[src/rtl/spram_arbiter_if.sv]
// Request/response channel between one client engine and spram_arbiter.
// The client drives the request fields and the arbiter returns ready and read data.
interface spram_arbiter_if #(
    parameter int DWIDTH = 8,
    parameter int AWIDTH = 8
);
    logic              valid;
    logic              ready;
    logic              wen;
    logic [AWIDTH-1:0] addr;
    logic [DWIDTH-1:0] wdata;
    logic              rvalid;
    logic [DWIDTH-1:0] rdata;

    modport master (
        output valid, wen, addr, wdata,
        input  ready, rvalid, rdata
    );

    modport slave (
        input  valid, wen, addr, wdata,
        output ready, rvalid, rdata
    );
endinterface

[src/rtl/spram_arbiter.sv]
// Two-client round-robin arbiter that owns a single-port block RAM.
// After reset it zero-fills the RAM, then grants one access per cycle.
module spram_arbiter #(
    parameter int DWIDTH    = 8,
    parameter int AWIDTH    = 8,
    parameter int MEM_DEPTH = 256
) (
    input  logic              clk,
    input  logic              rst,
    spram_arbiter_if.slave    a,
    spram_arbiter_if.slave    b,
    output logic              ram_en,
    output logic              ram_wen,
    output logic [AWIDTH-1:0] ram_addr,
    output logic [DWIDTH-1:0] ram_datai,
    input  logic [DWIDTH-1:0] ram_datao,
    output logic              init_done
);
    localparam logic [0:0] ST_INIT = 1'b0;
    localparam logic [0:0] ST_RUN  = 1'b1;
    localparam logic       GNT_A   = 1'b0;
    localparam logic       GNT_B   = 1'b1;
    localparam logic [AWIDTH-1:0] CNT_LAST = AWIDTH'(MEM_DEPTH - 1);

    logic [0:0]        r_state;
    logic [AWIDTH-1:0] r_init_cnt;
    logic              r_last_grant;
    logic              r_rd_pending;
    logic              r_rd_owner;
    logic              r_init_done;

    logic w_run;
    logic w_init;
    logic w_gnt_a;
    logic w_gnt_b;

    // rst gates the combinational outputs so the reset cycle itself is quiet
    assign w_run   = (r_state == ST_RUN) && !rst;
    assign w_init  = (r_state == ST_INIT) && !rst;
    assign w_gnt_a = w_run && a.valid && (!b.valid || (r_last_grant == GNT_B));
    assign w_gnt_b = w_run && b.valid && !w_gnt_a;

    assign a.ready = w_gnt_a;
    assign b.ready = w_gnt_b;

    always_comb begin
        ram_en    = 1'b0;
        ram_wen   = 1'b0;
        ram_addr  = '0;
        ram_datai = '0;
        if (w_init) begin
            ram_en   = 1'b1;
            ram_wen  = 1'b1;
            ram_addr = r_init_cnt;
        end else if (w_gnt_a) begin
            ram_en    = 1'b1;
            ram_wen   = a.wen;
            ram_addr  = a.addr;
            ram_datai = a.wdata;
        end else if (w_gnt_b) begin
            ram_en    = 1'b1;
            ram_wen   = b.wen;
            ram_addr  = b.addr;
            ram_datai = b.wdata;
        end
    end

    // The RAM output is already registered, so the response is a pure pass-through
    assign a.rvalid = r_rd_pending && (r_rd_owner == GNT_A) && !rst;
    assign b.rvalid = r_rd_pending && (r_rd_owner == GNT_B) && !rst;
    assign a.rdata  = a.rvalid ? ram_datao : '0;
    assign b.rdata  = b.rvalid ? ram_datao : '0;
    assign init_done = r_init_done;

    always_ff @(posedge clk) begin
        if (rst) begin
            r_state      <= ST_INIT;
            r_init_cnt   <= '0;
            r_last_grant <= GNT_B;
            r_rd_pending <= 1'b0;
            r_rd_owner   <= GNT_A;
            r_init_done  <= 1'b0;
        end else begin
            case (r_state)
                ST_INIT: begin
                    r_init_cnt <= r_init_cnt + 1'b1;
                    if (r_init_cnt == CNT_LAST) begin
                        r_state     <= ST_RUN;
                        r_init_done <= 1'b1;
                    end
                end
                default: begin
                    if (w_gnt_a) begin
                        r_last_grant <= GNT_A;
                    end else if (w_gnt_b) begin
                        r_last_grant <= GNT_B;
                    end
                end
            endcase
            r_rd_pending <= (w_gnt_a && !a.wen) || (w_gnt_b && !b.wen);
            r_rd_owner   <= w_gnt_b ? GNT_B : GNT_A;
        end
    end
endmodule

[src/flat_wrapper.sv]
// flat-port wrapper written by rule: the top's interface ports become plain ports
module spram_arbiter_flat 
#(
    parameter int DWIDTH    = 8,
    parameter int AWIDTH    = 8,
    parameter int MEM_DEPTH = 256
)
  (clk, rst, ram_en, ram_wen, ram_addr, ram_datai, ram_datao, init_done, a_valid, a_wen, a_addr, a_wdata, a_ready, a_rvalid, a_rdata, b_valid, b_wen, b_addr, b_wdata, b_ready, b_rvalid, b_rdata);
  spram_arbiter_if #(.DWIDTH(DWIDTH), .AWIDTH(AWIDTH)) a_i ();
  spram_arbiter_if #(.DWIDTH(DWIDTH), .AWIDTH(AWIDTH)) b_i ();
  input  logic clk;
  input  logic rst;
  output logic ram_en;
  output logic ram_wen;
  output logic [AWIDTH-1:0] ram_addr;
  output logic [DWIDTH-1:0] ram_datai;
  input  logic [DWIDTH-1:0] ram_datao;
  output logic init_done;
  input wire logic [$bits(a_i.valid)-1:0] a_valid;
  input wire logic [$bits(a_i.wen)-1:0] a_wen;
  input wire logic [$bits(a_i.addr)-1:0] a_addr;
  input wire logic [$bits(a_i.wdata)-1:0] a_wdata;
  output wire logic [$bits(a_i.ready)-1:0] a_ready;
  output wire logic [$bits(a_i.rvalid)-1:0] a_rvalid;
  output wire logic [$bits(a_i.rdata)-1:0] a_rdata;
  input wire logic [$bits(b_i.valid)-1:0] b_valid;
  input wire logic [$bits(b_i.wen)-1:0] b_wen;
  input wire logic [$bits(b_i.addr)-1:0] b_addr;
  input wire logic [$bits(b_i.wdata)-1:0] b_wdata;
  output wire logic [$bits(b_i.ready)-1:0] b_ready;
  output wire logic [$bits(b_i.rvalid)-1:0] b_rvalid;
  output wire logic [$bits(b_i.rdata)-1:0] b_rdata;
  assign a_i.valid = a_valid;
  assign a_i.wen = a_wen;
  assign a_i.addr = a_addr;
  assign a_i.wdata = a_wdata;
  assign a_ready = a_i.ready;
  assign a_rvalid = a_i.rvalid;
  assign a_rdata = a_i.rdata;
  assign b_i.valid = b_valid;
  assign b_i.wen = b_wen;
  assign b_i.addr = b_addr;
  assign b_i.wdata = b_wdata;
  assign b_ready = b_i.ready;
  assign b_rvalid = b_i.rvalid;
  assign b_rdata = b_i.rdata;
  spram_arbiter #(.DWIDTH(DWIDTH), .AWIDTH(AWIDTH), .MEM_DEPTH(MEM_DEPTH)) u_core (.clk(clk), .rst(rst), .a(a_i), .b(b_i), .ram_en(ram_en), .ram_wen(ram_wen), .ram_addr(ram_addr), .ram_datai(ram_datai), .ram_datao(ram_datao), .init_done(init_done));
endmodule
[config.mk]
export PLATFORM = sky130hd
export DESIGN_NAME = spram_arbiter_flat
export DESIGN_NICKNAME = d
export VERILOG_FILES = /design/src/rtl/spram_arbiter_if.sv /design/src/rtl/spram_arbiter.sv /design/src/flat_wrapper.sv
export SDC_FILE = /design/constraint.sdc
export NUM_CORES = 1
export LEC_CHECK = 0
export ABC_AREA = 1
export BUFFER_PORTS_ARGS = -buffer_cell sky130_fd_sc_hd__buf_2
export CAP_MARGIN = 25
export CORE_MARGIN = 1.5
export CORE_UTILIZATION = 39
export CTS_BUF_LIST = sky130_fd_sc_hd__clkbuf_4
export CTS_CLUSTER_SIZE = 30
export DETAILED_ROUTE_END_ITERATION = 8
export GPL_TIMING_DRIVEN = 0
export PLACE_DENSITY = 0.83
export SYNTH_ARGS = -nofsm -noshare
export SYNTH_HDL_FRONTEND = slang
export SYNTH_SLANG_ARGS = --single-unit
[constraint.sdc]
create_clock -name clk -period 1.6 [get_ports clk]
set_clock_uncertainty 0.1 [all_clocks]
set_input_delay 0.4 -clock clk [delete_from_list [all_inputs] [get_ports clk]]
set_output_delay 0.4 -clock clk [all_outputs]
set_load 0.005 [all_outputs]
Word-level counts from Yosys, hierarchy flattened --
Cells that the tools add are included.
Word-level totals: output and inout bits 39, input port bits 46, register bits 13, word-level logic and storage cells 50
Operators by class: multiplexer cells 18, $add $sub $neg 1, reduce and logical (&&, ||, !) cells 22, eq/ne operators 1, bitwise gates (word level) 2
Operators by type and width (count):
- 8-bit 2-to-1 mux | 8
- 1-bit logical AND | 12
- 1-bit 2-to-1 mux | 10
- 8-bit by 1-bit adder with 8-bit output, second input constant | 1
- 8-bit == test, second input constant | 1
- 1-bit logical NOT | 5
- 2-bit AND reduction | 2
- 1-bit logical OR | 2
- 1-bit inverter | 2
- 2-bit nonzero test | 1

Depth between registers and ports, before layout --
Gate-level depths: netlist (run 1).
depth in word-level cells 9, gate-level depth with buffers 8, mapped depth without buffers 7

Least setup slack after synthesis (run 1) --
Ideal clock, no wire load.
path kind input to output, start input rst, end output ram_addr[6], buffers on the path 1, required time 1.100 ns, slack 0.105 ns, arrival time 0.995 ns, stages 8, path through inv_2 > nand2_1 > nor2_2 > nand2_2 > inv_4 > buf_6 > nand2_1 > nand3_2
On the way: word-level cells in the longest chain between the ends 9, elaborated cells between the ends (all ways) 11, those cells by class 3 x mux; 8 x reduce/logical
Ends and longest elaborated chain:
- start: declaration | RTL line flat_wrapper.sv:12 | input logic rst;
- 1-bit logical NOT (*) | RTL line spram_arbiter.sv:38 | assign w_run = (r_state == ST_RUN) && !rst;
- 1-bit logical AND (*) | RTL line spram_arbiter.sv:38
- 1-bit logical AND (2 in series) | RTL line spram_arbiter.sv:40 | assign w_gnt_a = w_run && a.valid && (!b.valid || (r_last_grant == GNT_B));
- 1-bit logical NOT | RTL line spram_arbiter.sv:41 | assign w_gnt_b = w_run && b.valid && !w_gnt_a;
- 1-bit logical AND (*) | RTL line spram_arbiter.sv:41
- net b_ready | RTL line flat_wrapper.sv:30 | output wire logic [$bits(b_i.ready)-1:0] b_ready;
- 8-bit 2-to-1 mux (*) | RTL line spram_arbiter.sv:60 | end else if (w_gnt_b) begin
- 8-bit 2-to-1 mux (*) | RTL line spram_arbiter.sv:55 | end else if (w_gnt_a) begin
- 8-bit 2-to-1 mux (*) | RTL line spram_arbiter.sv:51 | if (w_init) begin
- end: declaration | RTL line flat_wrapper.sv:15 | output logic [AWIDTH-1:0] ram_addr;
The timed path passes the listed nets; every way through them passes the cells marked *.

Final worst setup path (run 1) --
start register u_core.r_state, end output ram_datai[6]
On the way: word-level cells in the longest chain between the ends 8, elaborated cells between the ends (all ways) 11, those cells by class 3 x mux; 1 x bitwise; 7 x reduce/logical
Ends and longest elaborated chain:
- start: declaration | RTL line spram_arbiter.sv:25 | logic [0:0] r_state;
- start signal: assignment | RTL line spram_arbiter.sv:77 | r_state <= ST_INIT;
- start signal: assignment | RTL line spram_arbiter.sv:88 | r_state <= ST_RUN;
- 1-bit logical AND | RTL line spram_arbiter.sv:38
- 1-bit logical AND (2 in series) | RTL line spram_arbiter.sv:40
- 1-bit logical NOT | RTL line spram_arbiter.sv:41
- 1-bit logical AND | RTL line spram_arbiter.sv:41
- 8-bit 2-to-1 mux | RTL line spram_arbiter.sv:60
- 8-bit 2-to-1 mux | RTL line spram_arbiter.sv:55
- 8-bit 2-to-1 mux (*) | RTL line spram_arbiter.sv:51
- end: declaration | RTL line flat_wrapper.sv:16 | output logic [DWIDTH-1:0] ram_datai;
Every way passes the cells marked *; elsewhere a longest branch is shown, timed or not.

==> flow_summary.toml, run 1 <==
[critical_path]
crit_path_max_fanout = 6
endpoint_kind = "output pin"
reg2reg_depth = 6
arrival_ns = 1.46
rrSetupSlack_ns = 0.07
rr_endpoint = "u_core.r_init_cnt[4]$_SDFFE_PP0N_"
path_class = "flip-flop to output pin"
cp-start-kind = "flip-flop"
crit_required_ns = 1.10
r2r-start = "u_core.r_init_cnt[1]$_SDFFE_PP0N_"

[cells_and_area]
drive_above_1_share_pct = 55.68
diodes = 0
fin_util_pct = 80.04
syn_to_final_growth_pct = 89.58
finalNetCount = 321

[pwr]
peakVddDrop_mv = 0.6891
sequentialPowerShare_pct = 47.8
p_sw_uw = 189.4
p_leak_uw = 0.001097
powerDensity_nw_per_um2 = 383.1
p_sw_share_pct = 27.13
p_int_uw = 508.5
clkPwrFrac_pct = 32.9
p_comb_share_pct = 19.3

[clock_tree]
cts.clk_slew.worst_paths_ns = 0.09
cts_buffers = 3
ctsLongestPathBuffers = 2
cts-root-buf = "clkbuf_4"
clkLatencyLatePin_ns = 0.29
htree_levels = 1
cts_tree = "yes"
clock_sinks = 13

[yosys]
netlist_instances = 169
syn_area_per_cell_um2 = 5.686
synth_area_um2 = 960.9
ys_seq_area_share_pct = 27.08
ys_types = 21
synth_fp_nets = 216
yosys_warnings = 0
ys_ff_latch = 13

[floorplan]
num_io_pins = 85
die_y_um = 52.64
initial_core_util_pct = 42.22
coreArea_um2 = 2276
dieArea_um2 = 2770
die_w_um = 52.64
rows = 17

[place]
dp_hpwl_um = 2169
gp_congestion = 0.7626
io_buffers = 84
post-place-ws_ns = -0.3112

[timing]
fmax_mhz = 509.4
worst_slack_ns = -0.3633
hold_violations = 0
slew_headroom_pct = 70.79
tightestPinTransition_ns = 0.4365
layout_min_cycle_time_ns = 1.963
min_period_over_period_pct = 122.7
slew_violations = 0
setup-violations-final = 34
rsz0062_at_grt = "true"

[flow_run]
cap_violations = 0

[route]
vias = 1445
first_iter_violations = 34
drtPass1Iterations = 4
postRouteAntennaNets = 0
routed_wl_um = 3753
route.detailed.drc = 0
avgRoutedWirePerCell_um = 12.47
viasPerCell = 4.801

[run_status]
outcome = "complete, but fails checks"
violations = "negative setup slack"

[grt]
overflow = 0
grt_max_degree = 11
grt_pass1_vias = 1191
met2_usage_pct = 42.71
grt_usage_pct = 23.38
antenna_found_initial = 0
busiest_layer = "met2"
grt_pass1_wl_um = 4878
grtUsageMet1_pct = 25.39
use_met3_pct = 6.857

[worst_hold_path]
hold_start = "a_wen"
hold_end = "u_core.r_rd_pending$_SDFF_PP0_"
min_path_type = "input port to flip-flop"
min_path_cells = 2
==> worst max-delay path: stages, from the launching register on <==
cell and delay, ns:
dfxtp_4 0.40, inv_4 0.05, nor2_4 0.11, nand3_4 0.13
inv_6 0.12, clkbuf_16 0.14, nand2_1 0.05, nand2_1 0.07
buf_2 0.10
==> cells in the final DEF, fill, tap and decap left out, drive strengths merged <==
| cell type | netlist | routed |
|---|---|---|
| ha | 1 | 1 |
| a21oi | 4 | 4 |
| buf | 3 | 98 |
| a22o | 1 | 1 |
| nand2 | 72 | 72 |
| nor2 | 28 | 29 |
| clkbuf | 0 | 6 |
| inv | 22 | 22 |
| o22ai | 1 | 1 |
| clkinvlp | 0 | 1 |
| nand3b | 2 | 2 |
| a31oi | 1 | 1 |
| dfxtp | 13 | 13 |
| o21ai | 3 | 3 |
| nand3 | 16 | 17 |
| nor3 | 2 | 2 |
==> layer usage <==
metal  routed length, um  up-vias
met3                 317        8
met2                1993       69
met1                1393      635
li1                    -      733
met5                   0        -
met4                  48        0
==> worst max-delay path by stage <==
stage | startpoint | cells after the start | to
3_3_place_gp | rst | 6 | b_rdata[3]
4_1_cts | u_core.r_state$_SDFF_PP0_ | 8 | ram_datai[5]
3_5_place_dp | rst | 6 | b_rdata[5]
5_1_grt | u_core.r_state$_SDFF_PP0_ | 8 | ram_datai[6]
6_report | u_core.r_state$_SDFF_PP0_ | 8 | ram_datai[6]
2_1_floorplan | rst | 8 | ram_addr[6]
==> synth_stat cells, drive strengths merged <==
master / n / area, um^2
nand2: 72 / 275.3
buf: 3 / 36.28
ha: 1 / 12.51
dfxtp: 13 / 260.3
nand3b: 2 / 15.01
o22ai: 1 / 6.260
o21ai: 3 / 15.01
inv: 22 / 87.58
a22o: 1 / 8.760
a21oi: 4 / 20.02
nor3: 2 / 10.01
nand3: 16 / 90.09
nor2: 28 / 117.6
a31oi: 1 / 6.260
==> cell type report <==
class                      instances  area [um^2]
buffer                             3        46.29
timing repair inverter             1        7.507
inverter                          22        100.1
sequential                        13        270.3
fill                             163        454.2
clock buffer                       4        30.03
timing repair buffer              97        575.6
tap                               28        35.03
multi-input combinational        133        757.0
==> cell families after synthesis <==
kind of cell | after synthesis | share of synthesized area (%)
AOI/OAI and AO/OA | 10 | 5.860
adders and majority gates | 1 | 1.302
buffers and inverters | 25 | 12.89
DFF | 13 | 27.08
and+or+nand+nor | 120 | 52.86
==> registers in the layout, indices dropped and copies added, names as in the netlist <==
name / flops
u_core.init_done: 1
u_core.r_init_cnt: 8
u_core.r_last_grant: 1
u_core.r_rd_owner: 1
u_core.r_rd_pending: 1
u_core.r_state: 1
==> timing repair <==
item	in CTS	in global routing
endpoints found under the setup margin	36	38
setup buffers	6	5
pin swaps	1	12
gates resized for setup	18	48
cloned	2	3
hold buffers	0	0
==> per-stage QoR <==
stage / total power (uW) / hold slack [ns] / std cells / instance area, um^2 / TNS, ns
2_1_floorplan: 377.7 / 0.3490 / 169 / 960.9 / 0
3_3_place_gp: 445.1 / 0.3513 / 281 / 1416 / -6.594
3_5_place_dp: 447.4 / 0.3461 / 281 / 1416 / -7.034
4_1_cts: 675.2 / 0.2019 / 293 / 1567 / -5.774
5_1_grt: 732.3 / 0.2244 / 301 / 1822 / -8.768
6_report: 697.9 / 0.2320 / 301 / 1822 / -6.175
==> power groups by stage <==
stage	combinational, uW	clock [uW]	sequential, uW
after floorplan	35.3	0	342
after global placement	101	0	344
after detailed placement	103	0	344
after CTS	112	230	333
after global routing	148	250	335
final	135	230	333
Power figures use the tool's default switching activity.
==> run 2: changes to the inputs <==
--- a/config.mk
+++ b/config.mk
@@ -15,6 +15,7 @@
 export DETAILED_ROUTE_END_ITERATION = 8
 export GPL_TIMING_DRIVEN = 0
 export PLACE_DENSITY = 0.83
+export SETUP_SLACK_MARGIN = 0.02
 export SYNTH_ARGS = -nofsm -noshare
 export SYNTH_HDL_FRONTEND = slang
 export SYNTH_SLANG_ARGS = --single-unit
==> flow_summary.toml, run 2 (same netlist as run 1, synthesis figures left out) <==
[cells_and_area]
stdcell_count = 301
diodes = 0
finalNetCount = 321
ff_latch_area_um2 = 270.3
nFillCells = 163
syn_to_final_growth_pct = 89.58
largest_reg_flops = 8
layout_commonest_cell = "buf_2"
regMostFlops = "u_core.r_init_cnt"
multi_input_area_um2 = 757.0
fin_util_pct = 80.04
layout_common_cells = "80 x buf_2, 55 x nand2_1, 22 x nor2_1"
drive_above_1_share_pct = 55.68

[floorplan]
initial_core_util_pct = 42.22
coreArea_um2 = 2276
die_y_um = 52.64
die_w_um = 52.64
num_io_pins = 85
rows = 17
dieArea_um2 = 2770

[pwr]
p_comb_share_pct = 19.3
p_sw_share_pct = 27.13
clkPwrFrac_pct = 32.9
p_int_uw = 508.5
p_leak_uw = 0.001097
powerDensity_nw_per_um2 = 383.1
power.total_uw = 697.9
p_sw_uw = 189.4
peakVddDrop_mv = 0.6891
sequentialPowerShare_pct = 47.8

[clock_tree]
ctsLongestPathBuffers = 2
hold_buffers = 0
clkLatencyLatePin_ns = 0.29
cts-root-buf = "clkbuf_4"
htree_levels = 1
clock_sinks = 13
cts_buffers = 3
cts_tree = "yes"
cts.clk_slew.worst_paths_ns = 0.09

[critical_path]
crit_path_max_fanout = 6
cp-start-kind = "flip-flop"
crit_required_ns = 1.10
r2r-start = "u_core.r_init_cnt[1]$_SDFFE_PP0N_"
worst_path_most_repeated_cell = "nand2_1"
cp_top_family = "buffers and inverters"
critical_path_buf_inv_count = 4
reg2reg_depth = 6
path_cells = "inv_4 -> nor2_4 -> nand3_4 -> inv_6 -> clkbuf_16 -> nand2_1 -> nand2_1 -> buf_2"
rr_endpoint = "u_core.r_init_cnt[4]$_SDFFE_PP0N_"
max_stage_delay_ns = 0.40
slowest_stage = "dfxtp_4"
endpoint_kind = "output pin"
arrival_ns = 1.46
path_class = "flip-flop to output pin"
rrSetupSlack_ns = 0.07
crit_path_start = "u_core.r_state$_SDFF_PP0_"

[worst_hold_path]
min_path_cells = 2
min_path_type = "input port to flip-flop"
hold_end = "u_core.r_rd_pending$_SDFF_PP0_"
hold_start = "a_wen"

[route]
postRouteAntennaNets = 0
viasPerCell = 4.801
routed_wl_um = 3753
avgRoutedWirePerCell_um = 12.47
first_iter_violations = 34
route.detailed.drc = 0
vias = 1445
drtPass1Iterations = 4

[grt]
overflow = 0
grt_pass1_vias = 1191
grt_usage_pct = 23.38
grt_pass1_wl_um = 4878
grt_max_degree = 11
antenna_found_initial = 0

[timing]
slew_headroom_pct = 70.79
layout_min_cycle_time_ns = 1.963
fmax_mhz = 509.4
worst_slack_ns = -0.3633
fin_hold_ws_ns = 0.2320
min_period_over_period_pct = 122.7
slew_violations = 0
setup-violations-final = 34
rsz0062_at_grt = "true"
hold_violations = 0
tightestPinTransition_ns = 0.4365

[place]
dp_hpwl_um = 2169
io_buffers = 84
post-place-ws_ns = -0.3112
dpl.cell_count = 281
gp_congestion = 0.7626

[run_status]
outcome = "complete, but fails checks"
violations = "negative setup slack"

[flow_run]
cap_violations = 0
## run 2: worst max path at each step
stage | depth (start not counted) | end
6_report | 8 | ram_datai[6]
5_1_grt | 8 | ram_datai[6]
4_1_cts | 8 | ram_datai[5]
3_5_place_dp | 6 | b_rdata[5]
3_3_place_gp | 6 | b_rdata[3]
2_1_floorplan | 8 | ram_addr[6]
## run 2: per-layer routing
| layer | global-route usage, % | wire length [um] | up-vias |
|---|---|---|---|
| li1 | - | - | 733 |
| met1 | 25.39 | 1393 | 635 |
| met2 | 42.71 | 1993 | 69 |
| met3 | 6.857 | 317 | 8 |
| met4 | 7.692 | 48 | 0 |
| met5 | 0 | 0 | - |
## run 2: stage by stage
step	cell area [um^2]	TNS (ns)
3_3_place_gp	1416	-6.594
5_1_grt	1822	-8.768
3_5_place_dp	1416	-7.034
2_1_floorplan	960.9	0
4_1_cts	1569	-5.774
6_report	1822	-6.175
## run 2: final cells by class
type | instances | area share, %
multi-input cells | 133 | 41.55
repair buffers | 97 | 31.59
repair inverters | 1 | 0.4121
well taps | 28 | 1.923
clock buffers | 4 | 1.648
inverters | 22 | 5.494
flip-flops and latches | 13 | 14.84
plain buffers | 3 | 2.541
## run 2: power by group through the flow
stage               clock (uW)  combinational (uW)  sequential (uW)
floorplan                    0                35.3              342
global placement             0                 101              344
detailed placement           0                 103              344
CTS                        230                 112              333
global route               250                 148              335
finish                     230                 135              333
## run 2: timing repair
action                                  CTS  global route
gates cloned                              2             3
resized for setup                        19            47
endpoints found under the setup margin   36            38
setup buffers                             6             5
pin swaps                                 1            12
==> run 3: changes to the inputs <==
--- a/config.mk
+++ b/config.mk
@@ -8,13 +8,13 @@
 export ABC_AREA = 1
 export BUFFER_PORTS_ARGS = -buffer_cell sky130_fd_sc_hd__buf_2
 export CAP_MARGIN = 25
+export CORE_ASPECT_RATIO = 0.5
 export CORE_MARGIN = 1.5
-export CORE_UTILIZATION = 39
-export CTS_BUF_LIST = sky130_fd_sc_hd__clkbuf_4
-export CTS_CLUSTER_SIZE = 30
+export CORE_UTILIZATION = 37
+export CTS_CLUSTER_SIZE = 24
 export DETAILED_ROUTE_END_ITERATION = 8
 export GPL_TIMING_DRIVEN = 0
-export PLACE_DENSITY = 0.83
+export PLACE_DENSITY = 0.79
 export SETUP_SLACK_MARGIN = 0.02
 export SYNTH_ARGS = -nofsm -noshare
 export SYNTH_HDL_FRONTEND = slang
==> flow_summary.toml, run 3 (same netlist as run 1, synthesis figures left out) <==
[timing]
slew_violations = 0
slew_headroom_pct = 82.02
hold_violations = 0
rsz0062_at_grt = "true"
fin_hold_ws_ns = 0.2563
worst_slack_ns = -0.3318
tightestPinTransition_ns = 0.2694
layout_min_cycle_time_ns = 1.932
min_period_over_period_pct = 120.7
setup-violations-final = 27
fmax_mhz = 517.7

[place]
dp_hpwl_um = 2300
post_dp_cell_area_um2 = 1425
gp_congestion = 0.7383
io_buffers = 84
dpl.cell_count = 288

[route]
postRouteAntennaNets = 0
avgRoutedWirePerCell_um = 12.69
viasPerCell = 4.835
routed_wl_um = 3921
drtPass1Iterations = 4
route.detailed.drc = 0
first_iter_violations = 103
vias = 1494

[cells_and_area]
stdcell_count = 309
nFillCells = 176
drive_above_1_share_pct = 52.92
layout_commonest_cell = "buf_2"
fin_area_um2 = 1784
largest_reg_flops = 8
regMostFlops = "u_core.r_init_cnt"
layout_common_cells = "82 x buf_2, 61 x nand2_1, 20 x nor2_1"
finalNetCount = 322
fin_util_pct = 76.67
syn_to_final_growth_pct = 85.68
diodes = 0

[grt]
overflow = 0
grt_max_degree = 11
grt_usage_pct = 25.81
grt_pass1_wl_um = 5402
grt_pass1_vias = 1286
antenna_found_initial = 0

[critical_path]
arrival_ns = 1.43
endpoint_kind = "output pin"
crit_path_max_fanout = 4
max_stage_delay_ns = 0.37
path_cells = "inv_4 -> nor2_4 -> nand3_4 -> buf_6 -> clkinvlp_4 -> nand2_1 -> nand3_1 -> buf_2"
path_class = "flip-flop to output pin"
crit_required_ns = 1.10
critical_path_buf_inv_count = 4
cp-start-kind = "flip-flop"
slowest_stage = "dfxtp_4"
cp_top_family = "simple AND/OR/NAND/NOR gates"

[flow_run]
cap_violations = 0

[clock_tree]
clock_sinks = 13
clkLatencyLatePin_ns = 0.26
htree_levels = 1
cts_tree = "yes"
cts_buffers = 3
cts.clk_slew.worst_paths_ns = 0.06
ctsLongestPathBuffers = 2
cts-root-buf = "clkbuf_8"

[floorplan]
die_y_um = 39.04
rows = 12
die_w_um = 75.07
dieArea_um2 = 2930
initial_core_util_pct = 41.29
coreArea_um2 = 2327
num_io_pins = 85

[pwr]
powerDensity_nw_per_um2 = 437.4
p_leak_uw = 0.001034
power.total_uw = 780.4
peakVddDrop_mv = 0.4959

[run_status]
violations = "negative setup slack"
outcome = "complete, but fails checks"

[worst_hold_path]
min_path_type = "input port to flip-flop"
-- run 3: through the flow --
| stage | TNS [ns] | setup WS [ns] |
|---|---|---|
| 2_1_floorplan | 0 | 0.1046 |
| 3_3_place_gp | -6.362 | -0.2937 |
| 3_5_place_dp | -7.403 | -0.3038 |
| 4_1_cts | -5.970 | -0.2452 |
| 5_1_grt | -6.680 | -0.3763 |
| 6_report | -4.951 | -0.3318 |
-- run 3: final cells by class --
class	instances	area (um^2)	share of cell area, %
clock buffers	3	41.29	2.314
plain buffers	3	46.29	2.595
clock inverters	1	5.005	0.2805
flip-flops and latches	13	272.8	15.29
repair inverters	1	7.507	0.4208
well taps	35	43.79	2.454
repair buffers	99	576.8	32.33
multi-input cells	132	695.7	38.99
inverters	22	95.09	5.330
-- run 3: where the power goes --
group          internal (uW)  switching, uW  leakage, uW
Combinational           66.4           63.6     0.000902
Clock                    173            144    0.0000255
Sequential               325           8.61     0.000107
Total                    564            216      0.00103
-- run 3: worst paths after layout --
| kind | startpoint | end | slack [ns] | cells after the start |
|---|---|---|---|---|
| worst max-delay path | u_core.r_state$_SDFF_PP0_ | ram_addr[7] | -0.33 | 8 |
| worst min-delay path | b_wen | u_core.r_rd_pending$_SDFF_PP0_ | 0.26 | 2 |
| worst max register to register | u_core.r_state$_SDFF_PP0_ | u_core.r_last_grant$_SDFFE_PP1P_ | 0.19 | 8 |
| worst min register to register | u_core.init_done$_SDFFE_PP0P_ | u_core.init_done$_SDFFE_PP0P_ | 0.36 | 2 |
-- run 3: repair_timing --
item / 4_1_cts / 5_1_grt
cloned: 4 / 0
buffers inserted: 10 / 3
pin swaps: 20 / 8
hold buffers: 0 / 0
gates resized for setup: 28 / 22
setup endpoints to repair: 36 / 36
-- run 3: per-layer routing --
| metal | vias up | part of all wire [%] | global-route usage, % |
|---|---|---|---|
| met2 | 73 | 50 | 48.01 |
| met5 | - | 0 | 0 |
| met3 | 17 | 6.8 | 7.292 |
| li1 | 737 | - | - |
| met1 | 667 | 39 | 27.54 |
| met4 | 0 | 3.9 | 12.73 |
